===== config.mk =====
export PLATFORM = sky130hd
export DESIGN_NAME = debug_controller
export DESIGN_NICKNAME = d
export VERILOG_FILES = /design/src/rtl/debug_controller_pkg.sv /design/src/rtl/debug_controller.sv
export SDC_FILE = /design/constraint.sdc
export NUM_CORES = 1
export LEC_CHECK = 0
export BUFFER_PORTS_ARGS = -buffer_cell sky130_fd_sc_hd__buf_2
export CORE_UTILIZATION = 35
export DETAILED_ROUTE_END_ITERATION = 6
export PLACE_DENSITY = 0.64
export SLEW_MARGIN = 20
export SYNTH_ARGS = -nofsm -noshare
export SYNTH_HDL_FRONTEND = slang
export SYNTH_SLANG_ARGS = --single-unit

===== constraint.sdc =====
create_clock -name clock -period 1.5 [get_ports clock]
set_input_delay 0.15 -clock clock [delete_from_list [all_inputs] [get_ports clock]]
set_output_delay 0.15 -clock clock [all_outputs]
set_load 0.03 [all_outputs]

===== src/rtl/debug_controller_pkg.sv =====
// debug_controller_pkg: command/state encodings and constants shared by the debug controller.
package debug_controller_pkg;
  typedef enum logic [1:0] {OP_NOP, OP_STATUS, OP_DUMP, OP_CONTINUE} cmd_op_t;
  typedef enum logic [2:0] {IDLE, STATUS_SEND, DUMP_READ, DUMP_SEND, CONT_PULSE, RESP_SEND} state_t;
  localparam int DUMP_WORDS = 9;
  localparam logic [3:0] IP_SELECT = 4'd8;
  localparam logic [63:0] ERR_WORD = '1;
endpackage


===== src/rtl/debug_controller.sv =====
// debug_controller: host command/response bridge to a processor's halt/resume and register readout.
// DEBUG_CTRL_CONTINUE_COUNTER_EN adds a saturating resume counter appended to STATUS responses.
module debug_controller
  import debug_controller_pkg::*;
#(
  parameter int WORD_SIZE = 18
) (
  input  logic                 clock,
  input  logic                 reset,
  input  logic                 cmd_valid,
  output logic                 cmd_ready,
  input  logic [1:0]           cmd_op,
  output logic                 rsp_valid,
  input  logic                 rsp_ready,
  output logic [WORD_SIZE-1:0] rsp_data,
  output logic                 rsp_last,
  input  logic                 cpu_wait_for_continue,
  output logic                 cpu_wait_continue_execution,
  output logic                 cpu_debug_get_param,
  output logic [3:0]           cpu_debug_reg_addr,
  input  logic [WORD_SIZE-1:0] cpu_debug_data_out
);
  state_t                 state_q, state_d;
  logic [3:0]             idx_q, idx_d;
  logic                   valid_q, valid_d, last_q, last_d, live_q, hs;
  logic [WORD_SIZE-1:0]   data_q, data_d;
`ifdef DEBUG_CTRL_CONTINUE_COUNTER_EN
  logic [WORD_SIZE-1:0]   cnt_q, cnt_d;
`endif

  assign hs                          = valid_q & rsp_ready;
  assign cmd_ready                   = live_q & (state_q == IDLE);
  assign rsp_valid                   = valid_q;
  assign rsp_data                    = data_q;
  assign rsp_last                    = last_q;
  assign cpu_wait_continue_execution = state_q == CONT_PULSE;
  assign cpu_debug_get_param         = (state_q == DUMP_READ) | (state_q == DUMP_SEND);
  assign cpu_debug_reg_addr          = idx_q;

  always_comb begin
    state_d = state_q;
    idx_d   = idx_q;
    valid_d = valid_q;
    data_d  = data_q;
    last_d  = last_q;
`ifdef DEBUG_CTRL_CONTINUE_COUNTER_EN
    cnt_d   = cnt_q;
`endif
    case (state_q)
      IDLE: if (cmd_valid & cmd_ready) begin
        case (cmd_op_t'(cmd_op))
          OP_STATUS: begin
            state_d = STATUS_SEND;
            valid_d = 1'b1;
            data_d  = WORD_SIZE'(cpu_wait_for_continue);
`ifdef DEBUG_CTRL_CONTINUE_COUNTER_EN
            last_d  = 1'b0;
`else
            last_d  = 1'b1;
`endif
          end
          OP_DUMP: begin
            state_d = cpu_wait_for_continue ? DUMP_READ : RESP_SEND;
            idx_d   = '0;
            valid_d = !cpu_wait_for_continue;
            data_d  = ERR_WORD[WORD_SIZE-1:0];
            last_d  = 1'b1;
          end
          OP_CONTINUE: begin
            state_d = cpu_wait_for_continue ? CONT_PULSE : RESP_SEND;
            valid_d = !cpu_wait_for_continue;
            data_d  = WORD_SIZE'(1);
            last_d  = 1'b1;
          end
          default: state_d = IDLE;
        endcase
      end
      STATUS_SEND: if (hs) begin
`ifdef DEBUG_CTRL_CONTINUE_COUNTER_EN
        state_d = RESP_SEND;
        data_d  = cnt_q;
        last_d  = 1'b1;
`else
        state_d = IDLE;
        valid_d = 1'b0;
        last_d  = 1'b0;
`endif
      end
      DUMP_READ: begin
        state_d = DUMP_SEND;
        valid_d = 1'b1;
        data_d  = cpu_debug_data_out;
        last_d  = idx_q == IP_SELECT;
      end
      DUMP_SEND: if (hs) begin
        valid_d = 1'b0;
        last_d  = 1'b0;
        state_d = (idx_q == 4'(DUMP_WORDS - 1)) ? IDLE : DUMP_READ;
        idx_d   = (idx_q == 4'(DUMP_WORDS - 1)) ? 4'd0 : idx_q + 4'd1;
      end
      CONT_PULSE: begin
        state_d = RESP_SEND;
        valid_d = 1'b1;
        data_d  = '0;
        last_d  = 1'b1;
`ifdef DEBUG_CTRL_CONTINUE_COUNTER_EN
        cnt_d   = &cnt_q ? cnt_q : cnt_q + WORD_SIZE'(1);
`endif
      end
      RESP_SEND: if (hs) begin
        state_d = IDLE;
        valid_d = 1'b0;
        last_d  = 1'b0;
      end
      default: state_d = IDLE;
    endcase
  end

  always_ff @(posedge clock or negedge reset) begin
    if (!reset) begin
      state_q <= IDLE;
      idx_q   <= '0;
      valid_q <= 1'b0;
      data_q  <= '0;
      last_q  <= 1'b0;
      live_q  <= 1'b0;
`ifdef DEBUG_CTRL_CONTINUE_COUNTER_EN
      cnt_q   <= '0;
`endif
    end else begin
      state_q <= state_d;
      idx_q   <= idx_d;
      valid_q <= valid_d;
      data_q  <= data_d;
      last_q  <= last_d;
      live_q  <= 1'b1;
`ifdef DEBUG_CTRL_CONTINUE_COUNTER_EN
      cnt_q   <= cnt_d;
`endif
    end
  end
endmodule


=== Yosys cells after proc, flatten, opt, wreduce, memory -nomap -nowiden ===
Index checks and enable logic that the tools add are counted.

* Input bits: 25
* Register bits after elaboration: 28

* Eq/ne operators: 17
* Multiplexer cells: 23
* Bitwise gates (word level): 4
* Reduce and logical (&&, ||, !) cells: 16
* Add/sub/neg operators: 1

{| class="wikitable"
|+ Operator list
! kind !! count
|-
| one-hot mux 18 bit (3 select lines) || 2
|-
| 2-to-1 mux 18 bit || 1
|-
| 2-to-1 mux 4 bit || 4
|-
| one-hot mux 3 bit (5 select lines) || 1
|-
| 2-to-1 mux 3 bit || 4
|-
| AND reduction 4 bit || 3
|-
| one-hot mux 3 bit (3 select lines) || 1
|-
| inequality test 2 x 1 -> 1 bit, second input constant || 4
|-
| one-hot mux 4 bit (2 select lines) || 1
|-
| equality test 3 x 2 -> 1 bit, second input constant || 2
|-
| equality test 3 bit, second input constant || 2
|-
| AND reduction 3 bit || 2
|-
| nonzero test 3 bit || 2
|-
| OR reduction 2 bit || 3
|-
| OR reduction 3 bit || 2
|-
| 2-to-1 mux 1 bit || 5
|-
| adder 4 x 1 -> 4 bit, second input constant || 1
|-
| equality test 2 bit, second input constant || 2
|-
| equality test 4 bit, second input constant || 1
|-
| inequality test 2 bit, second input constant || 2
|-
| inequality test 4 x 1 -> 1 bit, second input constant || 1
|-
| one-hot mux 1 bit (4 select lines) || 1
|-
| nonzero test 4 bit || 1
|-
| bitwise AND 1 bit || 3
|-
| 10 further kinds || 10
|}

=== Depth between registers and ports, before layout ===
Gate-level depths: netlist (run 1).

* Word-level depth: 5
* Depth in mapped cells: 7
* Mapped depth without buffers: 6

=== Least setup slack after synthesis (run 1) ===
OpenSTA, ideal clock, no wires.

* Kind: register to output
* Start: register state_q[0]
* End: output port cpu_wait_continue_execution
* Path slack: -0.018 ns
* Stages on the path, launching flop included: 4
* Path buffers: 2
* Arrival time: 1.368 ns
* Cells stage by stage: dfrtp_1 buf_6 buf_2 nor3b_1

* Cells in the longest elaborated chain, start to end: 1

{| class="wikitable"
|+ Ends and longest elaborated chain
! item !! RTL line !! text
|-
| start: declaration || debug_controller.sv:23 || <nowiki>state_t state_q, state_d;</nowiki>
|-
| start signal: assignment || debug_controller.sv:131 || <nowiki>state_q <= state_d;</nowiki>
|-
| equality test 3 bit || debug_controller.sv:36 || <nowiki>assign cpu_wait_continue_execution = state_q == CONT_PULSE;</nowiki>
|-
| end: declaration || debug_controller.sv:18 || <nowiki>output logic cpu_wait_continue_execution,</nowiki>
|}

No other way between the ends.

=== Worst setup path after layout (run 1) ===
* Start: register state_q[2]
* End: register data_q[3], in the netlist rsp_data[3]

* Cells in the longest elaborated chain, start to end: 5
* Elaborated cells between the ends (all ways): 10
* Classes of those cells: eq/ne: 4; mux: 1; bitwise: 2; reduce/logical: 3

{| class="wikitable"
|+ Ends and longest elaborated chain
! item !! RTL line !! text
|-
| zero test 3 bit || debug_controller.sv:32, debug_controller.sv:49 ||
|-
| bitwise AND 1 bit || debug_controller.sv:32 || <nowiki>assign cmd_ready = live_q & (state_q == IDLE);</nowiki>
|-
| bitwise AND 1 bit || debug_controller.sv:50 || <nowiki>IDLE: if (cmd_valid & cmd_ready) begin</nowiki>
|-
| inequality test 2 x 1 -> 1 bit (no source line) || -- ||
|-
| AND reduction 3 bit (no source line) || -- ||
|-
| end signal: assignment || debug_controller.sv:134 || <nowiki>data_q <= data_d;</nowiki>
|-
| end: declaration || debug_controller.sv:26 || <nowiki>logic [WORD_SIZE-1:0] data_q, data_d;</nowiki>
|}

Parallel ways exist; a longest one is shown, timed or not.
A chain may end at the register's enable or synchronous reset.

==> results of run 1 <==
[power by group]
group	switching [mW]	leakage, nW	internal, mW
clock network	0.254	0.0357	0.358
registers	0.154	0.334	1.03
logic	0.964	0.681	0.513
total	1.37	1.05	1.90
[worst register-to-register path: stages, from the launching register on]
cell	delay [ns]
dfrtp_1	0.44
buf_4	0.18
nor2_4	0.16
buf_4	0.14
a21oi_4	0.05
buf_6	0.14
clkbuf_16	0.15
nor2_1	0.10
a21oi_1	0.05
[cells in the final DEF (no fill, tap or decap), types with 5 or more instances in the layout]
| master | synthesis | final |
|---|---|---|
| a21oi_1 | 39 | 34 |
| a21oi_2 | 0 | 5 |
| buf_2 | 6 | 50 |
| buf_4 | 3 | 16 |
| buf_6 | 1 | 5 |
| dfrtp_1 | 28 | 26 |
| ha_1 | 8 | 8 |
| inv_1 | 7 | 7 |
| nand2_1 | 9 | 8 |
| nor2_1 | 18 | 16 |
| o21ai_1 | 4 | 5 |
[metal layers]
metal  wire length, um  global-route usage (%)  vias to the layer above  part of all wire, %
li1                  -                       -                      736                    -
met4                68                    7.81                        0                  1.6
met2              2000                    24.5                       40                   48
met1              1910                    22.5                      742                   46
met5                 0                       0                        -                    0
met3               146                    1.97                        6                  3.5
[flip-flops by register name, indices dropped and copies added (netlist names)]
| register | count |
|---|---|
| state_q | 3 |
| rsp_last | 1 |
| cpu_debug_reg_addr | 4 |
| rsp_valid | 1 |
| live_q | 1 |
| rsp_data | 18 |
[cells by family (layout without fill, tap and decap cells)]
group / Yosys count / after routing / synth area share, %
adder cells (fa/ha/maj): 8 / 8 / 6.45
XOR/XNOR: 1 / 1 / 0.564
other: 1 / 1 / 0.242
AO/OA/AOI/OAI: 63 / 63 / 23.9
buffers and inverters: 18 / 88 / 6.04
AND/OR/NAND/NOR: 50 / 50 / 17.0
flip-flops: 28 / 28 / 45.1
multiplexers: 1 / 1 / 0.725
[through the flow]
stage / total power, mW / utilization (%) / instance area, um^2 / setup slack, ns / cells
6_report: 3.27 / 54.3 / 2230 / -0.0251 / 290
5_1_grt: 3.48 / 54.3 / 2230 / -0.0855 / 290
4_1_cts: 3.20 / 49.4 / 2030 / -0.0286 / 279
3_5_place_dp: 2.56 / 46.6 / 1920 / -0.0786 / 273
3_3_place_gp: 2.53 / 46.6 / 1920 / -0.0498 / 273
2_1_floorplan: 2.11 / - / 1560 / 0.0684 / 170
[worst min-delay path by stage]
| stage | startpoint | endpoint | slack (ns) | depth (start not counted) |
|---|---|---|---|---|
| floorplan | reset | cpu_debug_reg_addr[0] | -0.15 | 0 |
| global placement | reset | live_q | 0.22 | 1 |
| detailed placement | reset | live_q | 0.22 | 1 |
| CTS | cpu_wait_for_continue | state_q[1] | 0.14 | 3 |
| global route | cpu_wait_for_continue | state_q[1] | 0.15 | 3 |
| finish | cpu_wait_for_continue | state_q[1] | 0.15 | 3 |
[final cells by class]
class / instances / area [um^2]
clock buffers: 3 / 41.3
clock inverters: 1 / 30.0
fillers: 402 / 1880
inverters: 7 / 26.3
multi-input cells: 124 / 835
flip-flops and latches: 28 / 703
well taps: 50 / 62.6
repair buffers: 77 / 537
[repair_timing]
action / in CTS / in global routing
endpoints found under the hold margin: 28 / 0
hold buffers: 1 / 0
setup endpoints to repair: 21 / 21
resized for setup: 8 / 20
buffers inserted: 1 / 9
gates cloned: 0 / 3
pin swaps: 0 / 5
==> impl_metrics.py, run 1 <==
metrics = {
    "clocking": {
        "cts_buffers": 3,
        "path_clk_slew_ns": 0.10,
        "root_buffer": "clkbuf_8",
        "clk_path_buf_depth": 2,
        "cts.htree.levels": 1,
        "cts_sinks": 28,
        "clk-insertion-delay-late_ns": 0.28,
        "tritoncts": "built",
    },
    "power": {
        "max-vdd-ir-drop_uv": 643,
        "powerDensity_nw_per_um2": 1470,
        "leakage_nw": 1.05,
    },
    "synth": {
        "yosys_warnings": 0,
        "yosys.area.top_type_share_pct": 45.1,
        "ys_seq_area_share_pct": 45.1,
        "syn_area_um2": 1550,
        "synth_common_cells": "a21oi_1, dfrtp_1, nor2_1",
        "ys_async_sr_fraction_pct": 100,
        "synth_cells": 170,
        "synth.avg_cell_area_um2": 9.13,
        "synth-main-ff-cell": "dfrtp_1",
        "ys_ff_latch": 28,
        "syn_nets": 203,
        "yosys.cell_count.top_type": "a21oi_1",
        "ys_types": 41,
        "synth_edf_count": 0,
        "synth_area_leader_cell": "dfrtp_1",
        "synth_area_leaders": "dfrtp_1, a21oi_1, ha_1",
    },
    "worst_setup_path": {
        "cp_top_family": "buffers and inverters",
        "rr_endpoint": "rsp_data[3]",
        "crit_end": "rsp_data[3]",
        "cp-start-kind": "register",
        "slowest_delay_ns": 0.44,
        "critPathMaxFanout": 8,
        "path_common_cell": "buf_4",
        "worstPathBufferInverterCount": 4,
        "cp.required_ns": 1.67,
        "rrSetupSlack_ns": -0.03,
        "crit_arrival_ns": 1.70,
        "crit_path_start": "state_q[2]",
        "cp_slowest_cell": "dfrtp_1",
        "path_class": "register to register",
        "path_cells": "buf_4 -> nor2_4 -> buf_4 -> a21oi_4 -> buf_6 -> clkbuf_16 -> nor2_1 -> a21oi_1",
        "cp.depth": 8,
        "r2r_cells": 8,
        "worst_setup_path_end_kind": "register",
        "rr_startpoint": "state_q[2]",
    },
    "grt": {
        "grt.overflow.total": 0,
        "grt_util_all_layers_pct": 16.2,
        "antenna_found_initial": 0,
        "grt_pass1_vias": 1241,
        "grt_first_pass_wirelength_mm": 5.69,
        "grt_max_degree": 35,
    },
    "job": {
        "maxCapViolations": 0,
    },
    "floorplan": {
        "die_y_um": 68.6,
        "rows": 23,
        "die_w_um": 68.6,
        "core_area_um2": 4120,
        "die-area_um2": 4710,
        "initial_core_util_pct": 37.7,
        "num_io_pins": 52,
    },
    "sta": {
        "grt_setup_unrepaired": "yes",
        "finalSetupTns_ns": -0.0644,
        "hold_ws_ns": 0.153,
        "finalMaxSlewViolations": 0,
        "finalCritPeriodShare_pct": 102,
        "fin_worst_skew_ns": 0.00514,
        "worst_slack_ns": -0.0251,
        "finalSetupViolCount": 4,
        "fmax_mhz": 656,
        "timing.final.hold_violations": 0,
        "period_needed_ns": 1.53,
        "slew_headroom_pct": 57.3,
        "tightest_slew_ns": 0.640,
    },
    "detailed_routing": {
        "dr.pass1.iters": 4,
        "wl_per_cell_um": 14.2,
        "wirelength_mm": 4.13,
        "first_iter_violations": 77,
        "vias": 1524,
        "drc": 0,
        "ant_nets": 0,
        "viasPerCell": 5.26,
    },
    "status": {
        "outcome": "finished with violations",
        "violations": "negative setup slack",
    },
    "layout": {
        "nets": 274,
        "drive_gt1_share_pct": 42.9,
        "n_antenna_cell": 0,
        "area_delta_synth_final_pct": 43.9,
    },
    "placed_design": {
        "dp_hpwl_mm": 2.56,
        "gp_congestion": 0.771,
        "numPortBuffers": 51,
    },
    "worst_hold_path": {
        "hold_class": "input pin to register",
    },
}
Note: power is estimated with default switching activity, not from simulation.
==> run 2, diff against run 1 <==
--- a/config.mk
+++ b/config.mk
@@ -6,9 +6,10 @@
 export NUM_CORES = 1
 export LEC_CHECK = 0
 export BUFFER_PORTS_ARGS = -buffer_cell sky130_fd_sc_hd__buf_2
-export CORE_UTILIZATION = 35
+export CORE_UTILIZATION = 45
 export DETAILED_ROUTE_END_ITERATION = 6
-export PLACE_DENSITY = 0.64
+export HOLD_SLACK_MARGIN = 0.1
+export PLACE_DENSITY = 0.78
 export SLEW_MARGIN = 20
 export SYNTH_ARGS = -nofsm -noshare
 export SYNTH_HDL_FRONTEND = slang
==> run 2 against run 1 <==
The run still ends with negative setup slack left. Critical path depth shrank 1. Sequential power grew 9%. Worst setup slack lost 0.064 ns. Routed wire length rose by 16%. Flip-flop and latch count is the same. Clock power fell by 17%. Combinational power is 16% higher. Design area up 9.0%. Hold slack worse by 0.057 ns. Largest power group unchanged.
==> impl_metrics.py, run 2 (same netlist as run 1, synthesis figures left out) <==
metrics = {
    "power": {
        "max-vdd-ir-drop_uv": 697,
        "powerDensity_nw_per_um2": 1450,
        "finalPower_mw": 3.53,
        "leakage_nw": 1.10,
    },
    "layout": {
        "multi_input_area_um2": 970,
        "drive_gt1_share_pct": 52.4,
        "final_cell_mix": "buf_2, dfrtp_1, a21oi_1, a21oi_2, buf_4",
        "final_common_cell": "buf_2",
        "nets": 280,
        "area_delta_synth_final_pct": 56.8,
        "n_antenna_cell": 0,
        "ff_latch_area_um2": 704,
        "final_design_area_no_fill_um2": 2430,
        "fillers": 228,
        "largest_reg_flops": 18,
        "final_cells": 290,
    },
    "placed_design": {
        "dp_hpwl_mm": 2.46,
        "gp_congestion": 0.831,
        "numPortBuffers": 51,
        "postPlaceCellArea_um2": 1900,
        "placed_cells_incl_taps": 265,
    },
    "floorplan": {
        "core_area_um2": 3150,
        "die-area_um2": 3690,
        "rows": 20,
        "num_io_pins": 52,
        "initial_core_util_pct": 49.2,
        "die_y_um": 60.7,
        "die_w_um": 60.7,
    },
    "grt": {
        "grt.overflow.total": 0,
        "grt_first_pass_wirelength_mm": 5.73,
        "grt_util_all_layers_pct": 20.5,
        "antenna_found_initial": 0,
        "grt_max_degree": 35,
        "grt_pass1_vias": 1341,
    },
    "status": {
        "violations": "negative setup slack",
        "outcome": "finished with violations",
    },
    "clocking": {
        "root_buffer": "clkbuf_4",
        "cts_sinks": 28,
        "clk-insertion-delay-late_ns": 0.34,
        "cts_buffers": 3,
        "path_clk_slew_ns": 0.17,
        "tritoncts": "built",
        "cts.htree.levels": 1,
        "clk_path_buf_depth": 2,
    },
    "detailed_routing": {
        "vias": 1620,
        "ant_nets": 0,
        "dr.pass1.iters": 4,
        "wirelength_mm": 4.81,
        "first_iter_violations": 77,
        "drc": 0,
        "wl_per_cell_um": 16.6,
        "viasPerCell": 5.59,
    },
    "job": {
        "maxCapViolations": 0,
    },
    "sta": {
        "hold_ws_ns": 0.0959,
        "worst_slack_ns": -0.0886,
        "period_needed_ns": 1.59,
        "tightest_slew_ns": 0.631,
        "finalCritPeriodShare_pct": 106,
        "finalSetupViolCount": 17,
        "grt_setup_unrepaired": "yes",
        "timing.final.hold_violations": 0,
        "slew_headroom_pct": 58.0,
        "fmax_mhz": 629,
        "finalSetupTns_ns": -0.801,
        "fin_worst_skew_ns": 0.0155,
        "finalMaxSlewViolations": 0,
    },
    "worst_hold_path": {
        "min_to": "rsp_data[2]",
        "min_from": "cpu_debug_data_out[2]",
        "worstHoldPathCells": 3,
        "hold_class": "input pin to register",
    },
    "worst_setup_path": {
        "crit_arrival_ns": 1.86,
        "cp.required_ns": 1.78,
        "rrSetupSlack_ns": -0.09,
        "critPathMaxFanout": 8,
        "path_class": "register to register",
        "cp-start-kind": "register",
        "rr_startpoint": "state_q[0]",
        "r2r_cells": 7,
        "worst_setup_path_end_kind": "register",
        "rr_endpoint": "rsp_data[17]",
    },
}
[run 2: layout make-up]
| type | instances | area share, % |
|---|---|---|
| clock buffers | 3 | 0.925 |
| clock inverters | 1 | 1.23 |
| inverters | 7 | 1.08 |
| multi-input cells | 124 | 39.8 |
| flip-flops and latches | 28 | 28.9 |
| well taps | 44 | 2.26 |
| repair buffers | 83 | 25.7 |
[run 2: routing by layer]
layer	vias to the layer above	track usage, %	share of wire (%)
met5	-	0	0
met4	0	7.79	2.1
met3	14	1.28	4.6
met2	68	33.8	52
met1	789	28.5	41
li1	749	-	-
[run 2: worst max-delay path by stage]
stage / from / endpoint / slack, ns / depth (start not counted)
after global routing: state_q[1] / rsp_data[17] / -0.12 / 7
after detailed placement: state_q[1] / rsp_data[10] / -0.08 / 4
after CTS: state_q[1] / rsp_valid / -0.004 / 6
after floorplan: state_q[2] / rsp_data[13] / 0.07 / 5
after global placement: state_q[2] / rsp_data[17] / -0.07 / 5
final: state_q[0] / rsp_data[17] / -0.09 / 7
[run 2: worst max-delay path, cell delays in order (launching register included)]
cell and delay [ns]:
dfrtp_2 0.52, buf_6 0.15, a21o_1 0.18, a21oi_4 0.15
buf_12 0.15, clkbuf_16 0.19, nor2_4 0.04, a21oi_1 0.13
[run 2: metrics by stage]
stage	utilization, %	worst slack (ns)
floorplan	-	0.0684
global placement	60.1	-0.0675
detailed placement	60.1	-0.0809
CTS	64.5	-0.00363
global route	77.2	-0.124
finish	77.2	-0.0886
[run 2: where the power goes]
part           internal (mW)  leakage [nW]  total, mW  switching [mW]
Sequential              1.03         0.332       1.30           0.269
Clock                  0.270        0.0279      0.510           0.240
Combinational          0.678         0.735       1.72            1.04
[run 2: repair_timing]
item,4_1_cts,5_1_grt
pin swaps,0,7
hold buffers,3,2
endpoints found under the hold margin,30,2
endpoints found under the setup margin,22,24
gates cloned,0,4
setup buffers,4,8
gates resized for setup,9,60
==> run 3, diff against run 2 <==
--- a/config.mk
+++ b/config.mk
@@ -6,10 +6,12 @@
 export NUM_CORES = 1
 export LEC_CHECK = 0
 export BUFFER_PORTS_ARGS = -buffer_cell sky130_fd_sc_hd__buf_2
+export CORE_MARGIN = 1.5
 export CORE_UTILIZATION = 45
 export DETAILED_ROUTE_END_ITERATION = 6
 export HOLD_SLACK_MARGIN = 0.1
 export PLACE_DENSITY = 0.78
+export SKIP_CTS_REPAIR_TIMING = 1
 export SLEW_MARGIN = 20
 export SYNTH_ARGS = -nofsm -noshare
 export SYNTH_HDL_FRONTEND = slang
==> run 3 against run 2 <==
Sequential share of layout area decreased by 0.15 points. Routed wire length down 7.7%. First-iteration DRC count fell by 32%. Design area is 0.36% higher. Largest cell class unchanged. The flow still finishes with violations (negative setup slack). Hold slack got worse by 0.011 ns. Cell count rose by 3.8%. Total power fell by 4.3%.
==> impl_metrics.py, run 3 (same netlist as run 1, synthesis figures left out) <==
metrics = {
    "status": {
        "outcome": "finished with violations",
        "violations": "negative setup slack",
    },
    "layout": {
        "area_delta_synth_final_pct": 57.4,
        "final_cells": 301,
        "multi_input_area_um2": 887,
        "fillers": 245,
        "n_antenna_cell": 0,
        "drive_gt1_share_pct": 47.1,
        "final_common_cell": "buf_2",
        "largest_reg_flops": 18,
        "final_cell_mix": "buf_2, a21oi_1, dfrtp_1, buf_4, nor2_2",
        "nets": 289,
        "ff_latch_area_um2": 703,
    },
    "job": {
        "maxCapViolations": 0,
    },
    "sta": {
        "fmax_mhz": 639,
        "grt_setup_unrepaired": "yes",
        "slew_headroom_pct": 56.2,
        "finalSetupViolCount": 14,
        "timing.final.hold_violations": 0,
        "worst_slack_ns": -0.0645,
        "fin_worst_skew_ns": 0.00868,
        "finalMaxSlewViolations": 0,
        "period_needed_ns": 1.56,
        "finalCritPeriodShare_pct": 104,
        "tightest_slew_ns": 0.657,
    },
    "power": {
        "p_sw_share_pct": 43.0,
        "combPwrFrac_pct": 48.2,
        "internal_power_mw": 1.93,
        "max-vdd-ir-drop_uv": 699,
        "leakage_nw": 1.13,
        "p_clk_share_pct": 15.3,
        "finalPower_mw": 3.38,
        "p_sw_mw": 1.45,
        "powerDensity_nw_per_um2": 1380,
        "seq_power_share_pct": 36.5,
    },
    "clocking": {
        "clk_path_buf_depth": 2,
        "cts.htree.levels": 1,
        "cts_sinks": 28,
        "root_buffer": "clkbuf_4",
        "clk-insertion-delay-late_ns": 0.34,
        "path_clk_slew_ns": 0.17,
        "tritoncts": "built",
        "cts_buffers": 3,
    },
    "worst_setup_path": {
        "slowest_delay_ns": 0.50,
        "rrSetupSlack_ns": -0.06,
        "worst_setup_path_end_kind": "register",
        "path_cells": "buf_4 -> a21o_1 -> a21oi_4 -> buf_12 -> clkbuf_16 -> nor2_2 -> a21oi_1",
        "cp.required_ns": 1.78,
        "cp-start-kind": "register",
        "cp_slowest_cell": "dfrtp_2",
        "crit_arrival_ns": 1.84,
        "critPathMaxFanout": 8,
        "path_class": "register to register",
    },
    "detailed_routing": {
        "drc": 0,
        "wirelength_mm": 4.44,
        "dr.pass1.iters": 4,
        "first_iter_violations": 52,
        "wl_per_cell_um": 14.8,
        "viasPerCell": 5.27,
        "vias": 1586,
        "ant_nets": 0,
    },
    "floorplan": {
        "die-area_um2": 3810,
        "rows": 21,
        "num_io_pins": 52,
        "die_w_um": 61.7,
        "core_area_um2": 3310,
        "die_y_um": 61.7,
        "initial_core_util_pct": 46.9,
    },
    "grt": {
        "grt_first_pass_wirelength_mm": 4.93,
        "grt_util_all_layers_pct": 17.2,
        "grt.overflow.total": 0,
        "antenna_found_initial": 0,
        "grt_pass1_vias": 1142,
        "grt_max_degree": 35,
    },
    "worst_hold_path": {
        "hold_class": "input pin to register",
    },
    "placed_design": {
        "post-place-ws_ns": -0.0999,
        "dp_hpwl_mm": 2.40,
        "numPortBuffers": 51,
        "placed_cells_incl_taps": 266,
        "gp_congestion": 0.897,
    },
}
-- run 3: changes by cell type in the layout (fill, tap and decap cells not counted), moves of 2 or more --
cell and change:
nor2_2 +7, nor2_4 -8, o21ai_1 -2, buf_6 -2, dlygate4sd3_1 +8, o21ai_2 +2, a21oi_1 +12, a21oi_2 -12
-- run 3: path summary, 6_finish.rpt --
kind                                        startpoint               endpoint  depth (start not counted)
worst max-delay path                        state_q[1]            rsp_data[4]                          7
worst min-delay path            cpu_debug_data_out[11]           rsp_data[11]                          3
worst max register to register              state_q[1]            rsp_data[4]                          7
worst min register to register   cpu_debug_reg_addr[3]  cpu_debug_reg_addr[3]                          1
max in group asynchronous                        reset             state_q[0]                          2
min in group asynchronous                        reset           rsp_data[14]                          2
-- run 3: area by class of cell --
class / instances / share of cell area [%]
Clock inverter: 1 / 1.23
Clock buffer: 3 / 0.922
Multi-Input combinational cell: 124 / 36.3
Tap cell: 46 / 2.36
Inverter: 7 / 1.08
Timing Repair Buffer: 92 / 29.3
Sequential cell: 28 / 28.8
-- run 3: power groups by stage --
stage               clock network, mW  registers (mW)  logic, mW
finish                          0.516            1.23       1.63
global route                    0.552            1.27       1.75
CTS                             0.510            1.18       1.35
detailed placement                  0            1.19       1.35
global placement                    0            1.18       1.33
floorplan                           0            1.72      0.386
-- run 3: through the flow --
step	area [um^2]	setup TNS (ns)	util, %	hold slack (ns)
floorplan	1560	0	-	-0.146
detailed placement	1900	-1.33	57.5	0.212
finish	2440	-0.361	73.8	0.0848
global route	2440	-1.70	73.8	0.0978
global placement	1900	-0.521	57.5	0.202
CTS	1960	-2.31	59.1	-0.171
-- run 3: per-layer routing --
layer	GRT usage (%)	up-vias	wire length, um
met5	0	-	0
met4	6.38	0	68
met3	1.86	7	166
met2	28.4	49	2230
met1	23.4	763	1980
li1	-	767	-
-- run 3: critical path: cells and delay by family (launching register included) --
kind	cells	cell delay, ns
compound gates	3	0.47
buf+inv	3	0.49
simple gates	1	0.04
flops	1	0.50
